`config.mk`:
```
export PLATFORM = sky130hd
export DESIGN_NAME = enigma_forward_stepper
export DESIGN_NICKNAME = d
export VERILOG_FILES = /design/src/rtl/enigma_forward_stepper.sv
export SDC_FILE = /design/constraint.sdc
export NUM_CORES = 1
export LEC_CHECK = 0
export ABC_AREA = 0
export BUFFER_PORTS_ARGS = -buffer_cell sky130_fd_sc_hd__buf_2
export CAP_MARGIN = 20
export CORE_UTILIZATION = 62
export CTS_CLUSTER_DIAMETER = 80
export CTS_CLUSTER_SIZE = 10
export DETAILED_ROUTE_END_ITERATION = 8
export PLACE_DENSITY = 0.83
export SLEW_MARGIN = 20
export SYNTH_ARGS = -nofsm -noshare
export SYNTH_HDL_FRONTEND = slang
export SYNTH_SLANG_ARGS = --single-unit
export TNS_END_PERCENT = 10
```
`constraint.sdc`:
```
create_clock -name clk_i -period 19.6 [get_ports clk_i]
set_clock_uncertainty 0.1 [all_clocks]
set_input_delay 3.92 -clock clk_i [delete_from_list [all_inputs] [get_ports clk_i]]
set_output_delay 3.92 -clock clk_i [all_outputs]
set_load 0.05 [all_outputs]
```
`src/rtl/enigma_forward_stepper.sv`:
```
// ---------------------------------------------------------------------------
// enigma_forward_stepper
//   Forward half of an Enigma I datapath. For each accepted letter it steps
//   the rotor odometer, including the middle-rotor double-step. It then maps
//   the letter through rotor III (fast), rotor II (middle), rotor I (slow) and
//   reflector B. It presents the reflected letter together with the post-step
//   rotor positions, which the reverse path needs for the same character.
//
// Ports
//   clk_i                       rising-edge clock
//   rst_ni                      asynchronous active-low reset
//   load_i                      load r*_init_i into the positions (IDLE only)
//   r1_init_i/r2_init_i/r3_init_i  initial fast/middle/slow positions (0..25)
//   in_valid_i / in_ready_o     letter handshake (ready only in IDLE)
//   data_in_i                   plaintext letter, 0..25 = A..Z
//   out_valid_o / out_ready_i   result handshake
//   data_out_o                  reflector output letter
//   r1_pos_o/r2_pos_o/r3_pos_o  registered rotor positions after the step
//   err_o                       one-cycle pulse: invalid letter or init dropped
// ---------------------------------------------------------------------------
module enigma_forward_stepper #(
  parameter int ALPHA    = 26,
  parameter int R1_NOTCH = 21,
  parameter int R2_NOTCH = 4
) (
  input  logic       clk_i,
  input  logic       rst_ni,
  input  logic       load_i,
  input  logic [4:0] r1_init_i,
  input  logic [4:0] r2_init_i,
  input  logic [4:0] r3_init_i,
  input  logic       in_valid_i,
  output logic       in_ready_o,
  input  logic [4:0] data_in_i,
  output logic       out_valid_o,
  input  logic       out_ready_i,
  output logic [4:0] data_out_o,
  output logic [4:0] r1_pos_o,
  output logic [4:0] r2_pos_o,
  output logic [4:0] r3_pos_o,
  output logic       err_o
);

  typedef enum logic [1:0] {IDLE, STEP, FWD, OUT} state_t;

  localparam logic [4:0] LAST  = 5'(ALPHA - 1);
  localparam logic [5:0] MOD6  = 6'(ALPHA);

  // Wiring tables: entry i is the letter that contact i is wired to.
  localparam logic [4:0] W_III [26] = '{5'd1, 5'd3, 5'd5, 5'd7, 5'd9, 5'd11, 5'd2, 5'd15, 5'd17,
    5'd19, 5'd23, 5'd21, 5'd25, 5'd13, 5'd24, 5'd4, 5'd8, 5'd22, 5'd6, 5'd0, 5'd10, 5'd12,
    5'd14, 5'd20, 5'd18, 5'd16};
  localparam logic [4:0] W_II [26] = '{5'd0, 5'd9, 5'd3, 5'd10, 5'd18, 5'd8, 5'd17, 5'd20, 5'd23,
    5'd1, 5'd11, 5'd7, 5'd22, 5'd19, 5'd12, 5'd2, 5'd16, 5'd6, 5'd25, 5'd13, 5'd15, 5'd24,
    5'd5, 5'd21, 5'd14, 5'd4};
  localparam logic [4:0] W_I [26] = '{5'd4, 5'd10, 5'd12, 5'd5, 5'd11, 5'd6, 5'd3, 5'd16, 5'd21,
    5'd25, 5'd13, 5'd19, 5'd14, 5'd22, 5'd24, 5'd7, 5'd23, 5'd20, 5'd18, 5'd15, 5'd0, 5'd8,
    5'd1, 5'd17, 5'd2, 5'd9};
  localparam logic [4:0] REF_B [26] = '{5'd24, 5'd17, 5'd20, 5'd7, 5'd16, 5'd18, 5'd11, 5'd3,
    5'd15, 5'd23, 5'd13, 5'd6, 5'd14, 5'd10, 5'd12, 5'd8, 5'd4, 5'd1, 5'd5, 5'd25, 5'd2,
    5'd22, 5'd21, 5'd9, 5'd0, 5'd19};

  // sel: 0 = rotor III, 1 = rotor II, 2 = rotor I, 3 = reflector B.
  // Indices are always 0..25 here, so the tables are never overrun.
  function automatic logic [4:0] wireLookup(input logic [1:0] sel, input logic [4:0] idx);
    logic [4:0] res;
    case (sel)
      2'd0:    res = W_III[idx];
      2'd1:    res = W_II[idx];
      2'd2:    res = W_I[idx];
      default: res = REF_B[idx];
    endcase
    return res;
  endfunction

  // y = (W[(x+p) mod 26] - p) mod 26. The sums are widened to 6 bits so that
  // neither the offset nor the +26 bias can overflow.
  function automatic logic [4:0] mapRotor(input logic [1:0] sel, input logic [4:0] x,
                                          input logic [4:0] p);
    logic [5:0] entry;
    logic [5:0] back;
    entry = {1'b0, x} + {1'b0, p};
    if (entry >= MOD6) entry = entry - MOD6;
    back = {1'b0, wireLookup(sel, entry[4:0])} + MOD6 - {1'b0, p};
    if (back >= MOD6) back = back - MOD6;
    return back[4:0];
  endfunction

  function automatic logic [4:0] incWrap(input logic [4:0] x);
    return (x == LAST) ? 5'd0 : x + 5'd1;
  endfunction

  state_t     state_q, state_d;
  logic [4:0] r1_pos_q, r1_pos_d;
  logic [4:0] r2_pos_q, r2_pos_d;
  logic [4:0] r3_pos_q, r3_pos_d;
  logic [4:0] letter_q, letter_d;
  logic [4:0] data_out_q, data_out_d;
  logic       err_q, err_d;

  logic       initsOk;
  logic       midNotch;
  logic [4:0] afterFast, afterMid, afterSlow;

  assign initsOk   = (r1_init_i <= LAST) && (r2_init_i <= LAST) && (r3_init_i <= LAST);
  // The middle rotor sits on its own notch: it steps again (double-step) and carries the slow rotor.
  assign midNotch  = (r2_pos_q == 5'(R2_NOTCH));
  assign afterFast = mapRotor(2'd0, letter_q, r1_pos_q);
  assign afterMid  = mapRotor(2'd1, afterFast, r2_pos_q);
  assign afterSlow = mapRotor(2'd2, afterMid, r3_pos_q);

  // State and datapath registers; reset clears everything and returns to IDLE.
  always_ff @(posedge clk_i or negedge rst_ni) begin
    if (!rst_ni) begin
      state_q    <= IDLE;
      r1_pos_q   <= '0;
      r2_pos_q   <= '0;
      r3_pos_q   <= '0;
      letter_q   <= '0;
      data_out_q <= '0;
      err_q      <= 1'b0;
    end else begin
      state_q    <= state_d;
      r1_pos_q   <= r1_pos_d;
      r2_pos_q   <= r2_pos_d;
      r3_pos_q   <= r3_pos_d;
      letter_q   <= letter_d;
      data_out_q <= data_out_d;
      err_q      <= err_d;
    end
  end

  // Next-state logic. In IDLE a load request takes priority over a letter, and
  // bad inputs are dropped with an error pulse. STEP advances the odometer
  // using the pre-step positions. FWD registers the reflected letter. OUT
  // holds the result until the consumer takes it.
  always_comb begin
    state_d    = state_q;
    r1_pos_d   = r1_pos_q;
    r2_pos_d   = r2_pos_q;
    r3_pos_d   = r3_pos_q;
    letter_d   = letter_q;
    data_out_d = data_out_q;
    err_d      = 1'b0;
    case (state_q)
      IDLE: begin
        if (load_i) begin
          if (initsOk) begin
            r1_pos_d = r1_init_i;
            r2_pos_d = r2_init_i;
            r3_pos_d = r3_init_i;
          end else begin
            err_d = 1'b1;
          end
        end else if (in_valid_i) begin
          if (data_in_i > LAST) begin
            err_d = 1'b1;
          end else begin
            letter_d = data_in_i;
            state_d  = STEP;
          end
        end
      end
      STEP: begin
        r1_pos_d = incWrap(r1_pos_q);
        if ((r1_pos_q == 5'(R1_NOTCH)) || midNotch) r2_pos_d = incWrap(r2_pos_q);
        if (midNotch) r3_pos_d = incWrap(r3_pos_q);
        state_d = FWD;
      end
      FWD: begin
        data_out_d = wireLookup(2'd3, afterSlow);
        state_d    = OUT;
      end
      OUT: begin
        if (out_ready_i) state_d = IDLE;
      end
      default: state_d = IDLE;
    endcase
  end

  assign in_ready_o  = (state_q == IDLE);
  assign out_valid_o = (state_q == OUT);
  assign data_out_o  = data_out_q;
  assign r1_pos_o    = r1_pos_q;
  assign r2_pos_o    = r2_pos_q;
  assign r3_pos_o    = r3_pos_q;
  assign err_o       = err_q;

endmodule

```
# Yosys cells after proc, flatten, opt, wreduce, memory -nomap -nowiden
# Memories as Yosys holds them, arrays and structs flattened. A register that Yosys moved wholly into a read port is not among the register bits.
# Index checks and enable logic that the tools add are counted.
[totals] register_bits=23 rom_bits=640 in_bits=25 output_inout_bits=23 word_cells=110 n_memories=4
[op_classes] add_sub_neg=18 order_cmp=13 eq_ne=16 muxes=36 bitwise=6 reduce_logical=11
[mem_list] memory="(name not given)" words=32 word_bits=5 read_ports=1 rd_clocked_by_memory_dff=1 write_ports=0 line_no="71" text="default: res = REF_B[idx];"
[mem_list] memory="(name not given)" words=32 word_bits=5 read_ports=1 rd_clocked_by_memory_dff=0 write_ports=0 line_no="70" text="2'd2: res = W_I[idx];"
[mem_list] memory="(name not given)" words=32 word_bits=5 read_ports=1 rd_clocked_by_memory_dff=0 write_ports=0 line_no="69" text="2'd1: res = W_II[idx];"
[mem_list] memory="(name not given)" words=32 word_bits=5 read_ports=1 rd_clocked_by_memory_dff=0 write_ports=0 line_no="68" text="2'd0: res = W_III[idx];"
[op_table] operator="2-to-1 mux 5 bit" count=23
[op_table] operator="greater-or-equal comparator 6 x 5 -> 1 bit (second input constant)" count=6
[op_table] operator="case mux 5 bit (2 select lines)" count=3
[op_table] operator="subtractor 5 bit (second input constant)" count=6
[op_table] operator="NOT 5 -> 6 bit" count=4
[op_table] operator="== test 5 bit (second input constant)" count=4
[op_table] operator="adder 5 x 5 -> 6 bit" count=3
[op_table] operator="adder 5 x 5 -> 6 bit (second input constant)" count=3
[op_table] operator="greater-or-equal comparator 6 bit (second input constant)" count=3
[op_table] operator="subtractor 6 x 5 -> 6 bit" count=3
[op_table] operator="AND reduction 4 bit" count=4
[op_table] operator="adder 5 x 1 -> 5 bit (second input constant)" count=3
[op_table] operator="less-or-equal comparator 5 bit (second input constant)" count=3
[op_table] operator="!= test 2 bit (second input constant)" count=6
[op_table] operator="2-to-1 mux 2 bit" count=4
[op_table] operator="case mux 2 bit (4 select lines)" count=1
[op_table] operator="== test 5 x 3 -> 1 bit (second input constant)" count=1
[op_table] operator="> comparator 5 bit (second input constant)" count=1
[op_table] operator="2-to-1 mux 1 bit" count=5
[op_table] operator="== test 2 bit (second input constant)" count=2
[op_table] operator="!= test 2 x 1 -> 1 bit (second input constant)" count=2
[op_table] operator="AND reduction 3 bit" count=1
[op_table] operator="== test 2 x 1 -> 1 bit (second input constant)" count=1
[op_table] operator="logical AND 1 bit" count=2
[op_table] operator="other kinds (5)" count=6

# Longest topological paths before layout
[depth] ltp_word=34 mapped_depth=72 ltp_nobuf=71

# Least setup slack after synthesis
# OpenSTA, ideal clock, no wires.
[synth_path] path_kind="reg2reg" from="register r1_pos_q[0] (netlist: r1_pos_o[0])" to="register data_out_q[1] (netlist: data_out_o[1])" setup_ns=0.090 arrival_ns=14.914 setup_slack_ns=4.496 stages_incl_launch_ff=69 period_less_slack_ns=15.104 cell_sequence="dfrtp_1 > ha_1 > fa_1 > xnor2_2 > o2bb2ai_1 > o311ai_1 > nand2_1 > xnor2_1 > ha_1 > or4_1 > nand4_1 > ha_1 > inv_1 > ha_1 > fa_1 > a21o_1 > a21oi_1 > xnor2_1 > (+33 left out) > o21ai_0 > a311o_1 > a2bb2oi_1 > ha_1 > inv_1 > ha_1 > fa_1 > xnor2_1 > nor2_1 > a21o_1 > buf_2 > xnor2_1 > ha_1 > nor2_1 > a32oi_1 > o2bb2ai_1 > or3_1 > o2111ai_1"
[synth_via] elab_chain_len=34 word_cells_on_any_way=40
[synth_rtl] element="start, declared" line_no="94" text="logic [4:0] r1_pos_q, r1_pos_d;"
[synth_rtl] element="start signal, assigned" line_no="124" text="r1_pos_q <= r1_pos_d;"
[synth_rtl] element="adder 5 x 5 -> 6 bit" line_no="82" text="entry = {1'b0, x} + {1'b0, p};"
[synth_rtl] element="subtractor 5 bit or greater-or-equal comparator 6 x 5 -> 1 bit (tied branches)" line_no="83" text="if (entry >= MOD6) entry = entry - MOD6;"
[synth_rtl] element="2-to-1 mux 5 bit" line_no="83"
[synth_rtl] element="NOT 5 -> 6 bit"
[synth_rtl] element="memory read (32 x 5 bit)"
[synth_rtl] element="2-to-1 mux 5 bit (not written as such) (2 in a row)" line_no="68"
[synth_rtl] element="adder 5 x 5 -> 6 bit" line_no="84" text="back = {1'b0, wireLookup(sel, entry[4:0])} + MOD6 - {1'b0, p};"
[synth_rtl] element="subtractor 6 x 5 -> 6 bit *" line_no="84"
[synth_rtl] element="(+16 left out)"
[synth_rtl] element="NOT 5 -> 6 bit *"
[synth_rtl] element="memory read (32 x 5 bit) *"
[synth_rtl] element="2-to-1 mux 5 bit (not written as such) * (2 in a row)" line_no="70"
[synth_rtl] element="adder 5 x 5 -> 6 bit *" line_no="84"
[synth_rtl] element="subtractor 6 x 5 -> 6 bit *" line_no="84"
[synth_rtl] element="subtractor 5 bit or greater-or-equal comparator 6 x 5 -> 1 bit (tied branches)" line_no="85" text="if (back >= MOD6) back = back - MOD6;"
[synth_rtl] element="2-to-1 mux 5 bit *" line_no="85"
[synth_rtl] element="NOT 5 -> 6 bit (not written as such) *" line_no="71"
[synth_rtl] element="end, declared" line_no="98" text="logic [4:0] data_out_q, data_out_d;"
# Mark *: on every way between the ends. The rest lies on a longest branch, timed or not. The select of a mux whose other input is x is not followed.
# A chain may end at the register's enable or synchronous reset.

# Final worst setup path
# Same ends and word-level chain as after synthesis.

==> results_dict.tcl <==
set metrics [dict create \
    ff2ff_path_depth 67 \
    cp_common_cell "ha_1" \
    grt_use_met1_pct 36.2 \
    htreeDepth 1 \
    vias_per_cell 5.98 \
    critPathTopFamily "adder cells" \
    min_path_type "reg -> reg" \
    final_cell_mix "ha_1, inv_1, buf_2" \
    drv_slew 0 \
    setup_tns_ns 0 \
    fp.dieH_um 89.7 \
    antenna_found_initial 0 \
    worstPathArrival_ns 16.85 \
    overflow 0 \
    cp_slowest_stage_delay_ns 0.64 \
    clock.fmax_mhz 59.7 \
    start_util_pct 65.0 \
    start_kind "flop" \
    synth-edff-count 0 \
    async_reset_ff_share_pct 100 \
    routabilityCongestion 0.912 \
    grt_use_met3_pct 2.83 \
    drc 0 \
    ctsResizeCount 0 \
    hpwl_um 8490 \
    cp_num_buf_inv 6 \
    clockBufferDepth 2 \
    die_width_um 89.7 \
    drt_first_pass_iters 5 \
    cap_violations 0 \
    clockRootBuffer "clkbuf_8" \
    ys_types 70 \
    vias 4340 \
    grtUsageMet2_pct 48.8 \
    synth-main-ff-cell "dfrtp_1" \
    grt_util_all_layers_pct 27.6 \
    finalCriticalPeriod_ns 16.76 \
    ys_warn_count 0 \
    worstMarginPinSlew_ns 1.07 \
    die-area_sq_um 8040 \
    synthCells 591 \
    finalCritPeriodShare_pct 85.5 \
    layout_commonest_cell "ha_1" \
    synth.avg_cell_area_sq_um 8.06 \
    status "finished, final reports clean" \
    ys_seq_elements 28 \
    ios 48 \
    ant_nets 0 \
    postCtsHoldBufs 0 \
    grt_max_degree 29 \
    port_buffers 47 \
    hold_path_end "letter_q[0]$_DFFE_PN0P_" \
    finalInstanceArea_sq_um 5130 \
    busiest_layer "met2" \
    place_area_sq_um 5060 \
    min_path_cells 2 \
    rsz0062_at_grt "false" \
    area_delta_synth_final_pct 7.64 \
    r2r_start "r1_pos_o[0]$_DFFE_PN0P_" \
    finalNetCount 744 \
    cts_num_sinks 28 \
    slew_headroom_pct 28.9 \
    crit_type "reg -> reg" \
    grt_pass1_wl_um 17800 \
    drive_gt1_share_pct 13.1 \
    endpoint_kind "flop" \
    pre_cts_ws_ns 2.94 \
    setup_ws_ns 2.84 \
    drt_iter0_drc 199 \
    cts_buffers 3 \
    crit_path_max_fanout 10 \
    cts_setup_buffers 0 \
    clkTransAtPathRegs_ns 0.10 \
    avgRoutedWirePerCell_um 14.7 \
    regToRegEndpoint "data_out_o[1]$_DFFE_PN0P_" \
    syn-num-nets 707 \
    ys_seq_area_share_pct 14.7 \
    setup_viol 0 \
    drt_wl_total_um 10600 \
    antenna_cells 0 \
    grt_pass1_vias 4070 \
    crit_required_ns 19.69 \
    slowest_stage "xnor2_1" \
    core_area_sq_um 7330 \
    syn_area_sq_um 4760 \
    r2r_setup_slack_ns 2.84 \
    rows 31 \
    clkLatencyLatePin_ns 0.28 \
    hold_viol_final 0 \
    cts_tree "yes" \
    min_from "letter_q[0]$_DFFE_PN0P_" \
]
cell type report:
class | instances | area [sq um]
Tap cell | 99 | 124
Sequential cell | 28 | 701
Timing Repair Buffer | 48 | 243
Fill cell | 562 | 2200
Clock buffer | 3 | 41.3
Inverter | 68 | 255
Multi-Input combinational cell | 479 | 3730
Clock inverter | 1 | 30.0
cell usage after synthesis, drive strengths merged (6+ instances only):
cell,instances,area [sq um]
o311ai,6,60.1
nor2b,6,37.5
xor2,7,61.3
a21o,14,105
ha,85,1060
mux2,9,105
fa,6,120
o21ai,50,250
and2,7,43.8
xnor2,19,181
a21oi,42,218
nor3,11,55.1
dfrtp,28,701
a211oi,6,50.1
clkbuf,10,37.5
and3,8,50.1
buf,6,36.3
inv,68,255
o211ai,9,67.6
nand2,44,168
nor2,34,128
mux2i,14,144
nand3,18,90.1
worst min-delay path: stages (launching register included):
cell and delay [ns]:
dfrtp_1 0.36, nand2_1 0.06, nand2_1 0.06
layer usage:
metal | wire, um | share of wire, %
met3 | 410 | 3.9
met4 | 144 | 1.4
met1 | 4940 | 46
met2 | 5140 | 48
met5 | 0 | 0
kinds of logic (layout without fill, tap and decap cells):
| kind of cell | after synthesis | count (layout) | synth area share, % |
|---|---|---|---|
| buf+inv | 84 | 120 | 6.91 |
| xor+xnor | 26 | 26 | 5.09 |
| mux | 23 | 23 | 5.23 |
| fa+ha+maj | 91 | 91 | 24.8 |
| compound gates | 181 | 181 | 26.3 |
| simple gates | 158 | 158 | 16.9 |
| flops | 28 | 28 | 14.7 |
worst max path at each step:
stage                                       start                        end  slack (ns)  depth (start not counted)
after global placement    r1_pos_o[0]$_DFFE_PN0P_  data_out_o[1]$_DFFE_PN0P_        3.81                         67
after floorplan           r1_pos_o[0]$_DFFE_PN0P_  data_out_o[1]$_DFFE_PN0P_        4.50                         68
final                     r1_pos_o[0]$_DFFE_PN0P_  data_out_o[1]$_DFFE_PN0P_        2.84                         67
after CTS                 r1_pos_o[0]$_DFFE_PN0P_  data_out_o[1]$_DFFE_PN0P_        2.91                         67
after global routing      r1_pos_o[0]$_DFFE_PN0P_  data_out_o[1]$_DFFE_PN0P_        1.45                         67
after detailed placement  r1_pos_o[0]$_DFFE_PN0P_  data_out_o[1]$_DFFE_PN0P_        2.94                         67
flip-flops by register name (all words and copies together), names as in the netlist:
register and count:
r3_pos_o 5, r2_pos_o 5, letter_q 5, err_o 1, r1_pos_o 5, data_out_o 5, state_q 2
per-stage QoR:
step | hold WS [ns] | util [%] | std cells
finish | 0.403 | 70.0 | 726
global route | 0.442 | 70.0 | 726
CTS | 0.404 | 70.0 | 726
detailed placement | 0.380 | 69.0 | 722
global placement | 0.370 | 69.0 | 722
floorplan | 0.348 | - | 591
Power is left out: the tool's default activity adds up to more than one toggle a clock period on the data nets, which glitch-free logic cannot reach.
